File: src/rtl/pmu_pkg.sv
// pmu_pkg: definitions shared by the PMU sweep collector and the code around it.
//   CNT_NUM_DFLT    - counters per PMU (counter addresses 0..18).
//   CNT_ADDR_W      - width of the broadcast counter address.
//   CNT_ADDR_IDLE   - address of the read-idle counter (first in a sweep). The
//                     last default address, 18, is the clock counter.
//   sweep_state_e   - collector sequencing states.
//   pmu_rec_user_t  - record sideband layout for the default 4-PMU build.
package pmu_pkg;

  localparam int CNT_NUM_DFLT    = 19;
  localparam int CNT_ADDR_W      = 5;
  localparam int PMU_IDX_W_DFLT  = 2;

  localparam logic [CNT_ADDR_W-1:0] CNT_ADDR_IDLE = 5'd0;

  typedef enum logic [1:0] {
    ST_IDLE = 2'd0,
    ST_RUN  = 2'd1,
    ST_LAST = 2'd2
  } sweep_state_e;

  typedef struct packed {
    logic                      is_header;
    logic [PMU_IDX_W_DFLT-1:0] pmu_idx;
    logic [CNT_ADDR_W-1:0]     cnt_idx;
  } pmu_rec_user_t;

endpackage

File: src/rtl/pmu_interval_timer.sv
// pmu_interval_timer: free-running periodic trigger source.
//   aclk, aresetn - clock, async active-low reset
//   i_en          - timer enable; low clears the count
//   i_interval    - period in cycles; 0 disables the timer
//   o_expire      - one-cycle pulse every i_interval cycles while enabled
module pmu_interval_timer #(
  parameter int INTERVAL_W = 32
) (
  input  logic                  aclk,
  input  logic                  aresetn,
  input  logic                  i_en,
  input  logic [INTERVAL_W-1:0] i_interval,
  output logic                  o_expire
);

  logic [INTERVAL_W-1:0] r_cnt;
  logic                  w_run;

  assign w_run = i_en && (i_interval != '0);
  // >= rather than == so that lowering the interval below the current count
  // still produces an expiry instead of waiting for a full counter wrap.
  assign o_expire = w_run && (r_cnt >= (i_interval - 1'b1));

  always_ff @(posedge aclk or negedge aresetn) begin
    if (!aresetn) begin
      r_cnt <= '0;
    end else if (!w_run || o_expire) begin
      r_cnt <= '0;
    end else begin
      r_cnt <= r_cnt + 1'b1;
    end
  end

endmodule

File: src/rtl/pmu_sweep_collector.sv
// pmu_sweep_collector: sweeps every counter of NUM_PMU PMUs sharing one
// broadcast counter address and streams a header plus NUM_PMU*CNT_NUM records.
//   aclk, aresetn            - clock, async active-low reset
//   start_i                  - one-cycle sweep trigger
//   periodic_en_i/interval_i - periodic trigger control (interval 0 = off)
//   clear_i                  - clears the sticky overrun flag
//   pmu_addr_o/pmu_data_i    - broadcast counter address, per-PMU data (64b each)
//   m_tvalid/m_tready/m_tdata/m_tuser/m_tlast - record stream
//     m_tuser = {is_header, pmu_idx, cnt_idx}
//   busy_o, overrun_o, sweep_seq_o - status
//
// state   | meaning
// IDLE    | no sweep; a trigger loads the header beat
// RUN     | header or records in flight, next record loads when register frees
// LAST    | final record held until accepted
module pmu_sweep_collector
  import pmu_pkg::*;
#(
  parameter int NUM_PMU    = 4,
  parameter int CNT_NUM    = CNT_NUM_DFLT,
  parameter int INTERVAL_W = 32,
  parameter int PMU_IDX_W  = (NUM_PMU > 1) ? $clog2(NUM_PMU) : 1
) (
  input  logic                          aclk,
  input  logic                          aresetn,
  input  logic                          start_i,
  input  logic                          periodic_en_i,
  input  logic [INTERVAL_W-1:0]         interval_i,
  input  logic                          clear_i,
  output logic [CNT_ADDR_W-1:0]         pmu_addr_o,
  input  logic [NUM_PMU*64-1:0]         pmu_data_i,
  output logic                          m_tvalid,
  input  logic                          m_tready,
  output logic [63:0]                   m_tdata,
  output logic [PMU_IDX_W+CNT_ADDR_W:0] m_tuser,
  output logic                          m_tlast,
  output logic                          busy_o,
  output logic                          overrun_o,
  output logic [31:0]                   sweep_seq_o
);

  localparam int USER_W = 1 + PMU_IDX_W + CNT_ADDR_W;
  localparam logic [31:0]           REC_TOTAL = 32'(NUM_PMU * CNT_NUM);
  localparam logic [PMU_IDX_W-1:0]  P_LAST    = PMU_IDX_W'(NUM_PMU - 1);
  localparam logic [CNT_ADDR_W-1:0] C_LAST    = CNT_ADDR_W'(CNT_NUM - 1);

  sweep_state_e            r_state, w_state_nxt;
  logic [PMU_IDX_W-1:0]    r_p;
  logic [CNT_ADDR_W-1:0]   r_c;
  logic                    r_tvalid, r_tlast, r_overrun;
  logic [63:0]             r_tdata;
  logic [USER_W-1:0]       r_tuser;
  logic [31:0]             r_seq;
  logic [63:0]             w_rec;
  logic                    w_expire, w_trig, w_drop, w_free, w_at_last;
  logic                    w_load_hdr, w_load_rec, w_done;

  pmu_interval_timer #(
    .INTERVAL_W(INTERVAL_W)
  ) u_timer (
    .aclk      (aclk),
    .aresetn   (aresetn),
    .i_en      (periodic_en_i),
    .i_interval(interval_i),
    .o_expire  (w_expire)
  );

  // PMUs answer combinationally, so the slice seen now belongs to address r_c.
  assign w_rec     = pmu_data_i[r_p*64 +: 64];
  assign w_trig    = start_i || w_expire;
  assign w_drop    = w_trig && (r_state != ST_IDLE);
  assign w_free    = !r_tvalid || m_tready;
  assign w_at_last = (r_p == P_LAST) && (r_c == C_LAST);

  always_ff @(posedge aclk or negedge aresetn) begin
    if (!aresetn) begin
      r_state <= ST_IDLE;
    end else begin
      r_state <= w_state_nxt;
    end
  end

  always_comb begin
    w_state_nxt = r_state;
    w_load_hdr  = 1'b0;
    w_load_rec  = 1'b0;
    w_done      = 1'b0;
    unique case (r_state)
      ST_IDLE: begin
        if (w_trig) begin
          w_load_hdr  = 1'b1;
          w_state_nxt = ST_RUN;
        end
      end
      ST_RUN: begin
        if (w_free) begin
          w_load_rec = 1'b1;
          if (w_at_last) w_state_nxt = ST_LAST;
        end
      end
      ST_LAST: begin
        if (r_tvalid && m_tready) begin
          w_done      = 1'b1;
          w_state_nxt = ST_IDLE;
        end
      end
      default: w_state_nxt = ST_IDLE;
    endcase
  end

  always_ff @(posedge aclk or negedge aresetn) begin
    if (!aresetn) begin
      r_tvalid  <= 1'b0;
      r_tdata   <= '0;
      r_tuser   <= '0;
      r_tlast   <= 1'b0;
      r_p       <= '0;
      r_c       <= CNT_ADDR_IDLE;
      r_seq     <= '0;
      r_overrun <= 1'b0;
    end else begin
      if (w_load_hdr) begin
        r_tvalid <= 1'b1;
        r_tdata  <= {r_seq, REC_TOTAL};
        r_tuser  <= {1'b1, {(USER_W-1){1'b0}}};
        r_tlast  <= 1'b0;
        r_p      <= '0;
        r_c      <= CNT_ADDR_IDLE;
      end else if (w_load_rec) begin
        r_tvalid <= 1'b1;
        r_tdata  <= w_rec;
        r_tuser  <= {1'b0, r_p, r_c};
        r_tlast  <= w_at_last;
        if (r_c == C_LAST) begin
          r_c <= CNT_ADDR_IDLE;
          r_p <= w_at_last ? '0 : r_p + 1'b1;
        end else begin
          r_c <= r_c + 1'b1;
        end
      end else if (w_done) begin
        r_tvalid <= 1'b0;
        r_tlast  <= 1'b0;
        r_seq    <= r_seq + 1'b1;
      end
      // A dropped trigger outranks a same-cycle clear.
      if (w_drop) begin
        r_overrun <= 1'b1;
      end else if (clear_i) begin
        r_overrun <= 1'b0;
      end
    end
  end

  assign pmu_addr_o  = r_c;
  assign m_tvalid    = r_tvalid;
  assign m_tdata     = r_tdata;
  assign m_tuser     = r_tuser;
  assign m_tlast     = r_tlast;
  assign busy_o      = (r_state != ST_IDLE);
  assign overrun_o   = r_overrun;
  assign sweep_seq_o = r_seq;

endmodule

File: config.mk
export PLATFORM = sky130hd
export DESIGN_NAME = pmu_sweep_collector
export DESIGN_NICKNAME = d
export VERILOG_FILES = /design/src/rtl/pmu_pkg.sv /design/src/rtl/pmu_interval_timer.sv /design/src/rtl/pmu_sweep_collector.sv
export SDC_FILE = /design/constraint.sdc
export NUM_CORES = 1
export LEC_CHECK = 0
export CAP_MARGIN = 20
export CORE_ASPECT_RATIO = 1.25
export CORE_MARGIN = 10
export CORE_UTILIZATION = 30
export DETAILED_ROUTE_END_ITERATION = 12
export DONT_BUFFER_PORTS = 1
export HOLD_SLACK_MARGIN = 0.15
export PLACE_DENSITY_LB_ADDON = 0.2
export SLEW_MARGIN = 20
export SYNTH_ARGS = -nofsm -noshare
export SYNTH_HDL_FRONTEND = slang
export SYNTH_SLANG_ARGS = --single-unit
export TNS_END_PERCENT = 1
File: constraint.sdc
create_clock -name aclk -period 6.3 [get_ports aclk]
set_input_delay 1.26 -clock aclk [delete_from_list [all_inputs] [get_ports aclk]]
set_output_delay 1.26 -clock aclk [all_outputs]
set_load 0.03 [all_outputs]
==> impl_metrics.csv <==
group,metric,value,unit
timing,finalSetupViolCount,0,
setup_path,required,6.60,ns
clocking,cts_tree,"done",
final_layout,final.fill_count,3076,
route,drcViolationCount,0,
job,maxCapViolCount,0,
timing,worst_pin_slew,1.07,ns
die,core_area,30300,um2
timing,skew,0.0149,ns
die,rows,71,
min_path,hold_path.class,"input pin to asynchronous set/reset pin",
synth,yosysTopAreaCell,"dfrtp_1",
synth,synth.distinct_cells,54,
final_layout,fin_util,33.7,%
route,drt_wl_total,31200,um
place,gp_congestion,0.839,
setup_path,crit_fanout,33,
place,dp_hpwl,24000,um
setup_path,cp_common_cell,"nor4_2",
pwr,vdd_drop_max,0.000150,V
global_routing,grt_max_degree,149,
clocking,cts_buffer_depth,2,
synth,yosysWarnings,0,
timing,finalHoldViolCount,0,
setup_path,worstSetupEndpointType,"register",
pwr,leakagePower,4.07,nW
die,io_pins,407,
place,portBuffers,0,
global_routing,grt_pass1_wl,46900,um
outcome,status,"complete, no violations",
synth,syn_area,9280,um2
synth,synth_edf_count,0,
route,viasPerCell,5.35,
synth,synth-async-reset-ratio,100,%
timing,setup_tns,0,ns
clocking,hold_buffers,0,
route,first_pass_iters,4,
die,fp.dieH,217,um
final_layout,drive_gt1_share,14.0,%
clocking,path_clk_slew,0.06,ns
clocking,root_buffer,"clkbuf_16",
setup_path,cp_slowest_stage_delay,0.58,ns
die,initial_utilization,30.6,%
final_layout,fin_nets,1186,
global_routing,grt_overflow_total,0,
setup_path,worstSetupStartpointType,"input pin",
route,drt.antenna.violating_nets,0,
global_routing,grt_antenna_before_repair,6,
final_layout,area_growth,9.99,%
synth,syn_area_per_cell,10.6,um2
clocking,post-cts-setup-buffers,0,
timing,period_minus_slack,4.97,ns
die,dieWidth,177,um
synth,ys_ff_latch,148,
timing,relSlewSlack,28.5,%
clocking,worstSkewPairLatency,0.42,ns
route,drt_iter0_markers,381,
synth,synthTopCellsByArea,"dfrtp_1, mux4_2, xnor2_1, ha_1, nand2_1",
clocking,cts_max_level,4,
timing,maxClockFrequency,0.201,GHz
setup_path,worstPathCellList,"nor3_1, nand3_1, nor4_2, and3_1, nand3b_1, nor4_1, xnor2_1, ha_1, nand4_1, nor4_2, nand2_1, o211ai_1, a31oi_4, o311a_4, a221o_1",
timing,rsz0062_at_grt,"no",
global_routing,grt.total_usage,15.8,%
synth,synth_cells,877,
route,post_drt_wl_per_cell,24.6,um
synth,synth_top_area_share,39.9,%
setup_path,critPathArrivalTime,5.28,ns
global_routing,grt_pass1_vias,7207,
timing,report.final.slew_viol_count,0,
route,vias,6793,
clocking,ctsResizeCount,0,
die,die_area,38400,um2
timing,fin_crit_sh,78.9,%
synth,ys_seq_area_share,39.9,%
setup_path,criticalPathCategory,"input pin to register",
synth,yosys_most_used_dff,"dfrtp_1",
clocking,cts_sinks,148,
pwr,finalPower,0.00310,W
synth,synthesis.nets,1209,
pwr,power_per_cell_area,304,nW/um2
clocking,cts_made_buffers,17,
setup_path,cp_slowest_cell,"o311a_4",
==> metal layers <==
metal	GRT usage, %	vias up	share of wire [%]
met5	0	-	0.074
met4	3.67	4	0.89
met3	6.75	15	9.4
met2	26.0	259	50
met1	18.7	3376	39
li1	-	3139	-
==> cell families after synthesis <==
logic type / share of synthesized area (%)
AO/OA/AOI/OAI: 8.95
adder cells (fa/ha/maj): 5.12
flip-flops: 39.9
XOR/XNOR: 8.59
buffers and inverters: 2.97
AND/OR/NAND/NOR: 18.8
multiplexers: 15.7
==> synth_stat cells (2+ instances only) <==
cell      instances
inv_1            16
nor2_1           82
o21ai_0           6
a211oi_1          3
nand4_1          18
nor4_1            6
or4_4             3
buf_6             3
nor3_2            2
xor2_1           35
and4_1            6
clkbuf_1         28
nor2b_1          35
nand2b_1          2
a221o_1          32
a21oi_1          55
and2_1            2
nor4b_1           2
nor4_2            2
xnor2_1          56
and3_1           15
dfrtp_1         148
buf_2            13
o22ai_1           4
nand2_1         124
nor2_2            2
mux4_2           64
or3_1             3
ha_1             38
buf_1             3
o211ai_1          2
nor3_1           15
nand3_1          31
==> cell type report <==
type                            count  area, um2  share of cell area [%]
Tap cell                          401        502                    4.92
Sequential cell                   148       3710                    36.3
Inverter                           16       60.1                   0.589
Antenna cell                        4       10.0                  0.0981
Timing Repair Buffer                5       50.0                   0.490
Clock inverter                     11        129                    1.26
Clock buffer                       19        433                    4.24
Multi-Input combinational cell    666       5310                    52.1
==> power breakdown <==
part	internal (W)	switching, W
registers	0.00108	0.000438
clock network	0.000583	0.000430
logic	0.000353	0.000222
total	0.00201	0.00109
==> stage by stage <==
step                      cell area, um2  instances  setup slack [ns]  hold WS [ns]
after global placement              9630       1236             0.946         0.518
after floorplan                     9280        877              1.38         0.474
after CTS                          10200       1266              1.32         0.503
after global routing               10200       1269             0.861         0.504
after detailed placement            9630       1236             0.888         0.531
final                              10200       1270              1.33         0.536
==> registers in the layout (all words and copies together) (netlist names) <==
register       cells
u_timer.r_cnt     32
m_tlast            1
m_tuser            8
sweep_seq_o       32
overrun_o          1
m_tdata           64
pmu_addr_o         5
m_tvalid           1
r_state            2
r_p                2
==> path summary, 6_finish.rpt <==
path / from / end / slack, ns / depth (start not counted)
max reg2reg: u_timer.r_cnt[0] / m_tdata[48] / 3.31 / 10
min in group aclk: u_timer.r_cnt[0] / u_timer.r_cnt[0] / 0.54 / 1
max in group asynchronous: aresetn / u_timer.r_cnt[10] / 5.48 / 0
min: aresetn / m_tdata[43] / 0.54 / 0
max: interval_i[0] / m_tdata[48] / 1.33 / 15
min reg2reg: u_timer.r_cnt[0] / u_timer.r_cnt[0] / 0.54 / 1
==> critical path: cells and delay by family <==
kind	cells	cell delay (ns)
simple gates	9	2.36
compound gates	4	1.20
fa+ha+maj	1	0.32
xor+xnor	1	0.11
==> layout by cell type, fill, tap and decap left out, types with 3 or more instances in the layout <==
master,Yosys,final
dfrtp_1,148,146
xnor2_1,56,56
a211oi_1,3,3
or3_1,3,3
o21ai_0,6,6
inv_6,0,3
nor4_1,6,6
nor2_1,82,82
and3_1,15,14
diode_2,0,4
buf_4,0,4
nand4_1,18,18
clkbuf_16,0,17
o22ai_1,4,4
nor3_1,15,15
nor2b_1,35,35
and4_1,6,6
a21oi_1,55,55
mux4_2,64,64
a221o_1,32,32
or4_4,3,3
nand2_1,124,124
nand3_1,31,30
inv_1,16,16
ha_1,38,38
xor2_1,35,35
(Power assumes the default switching activity.)
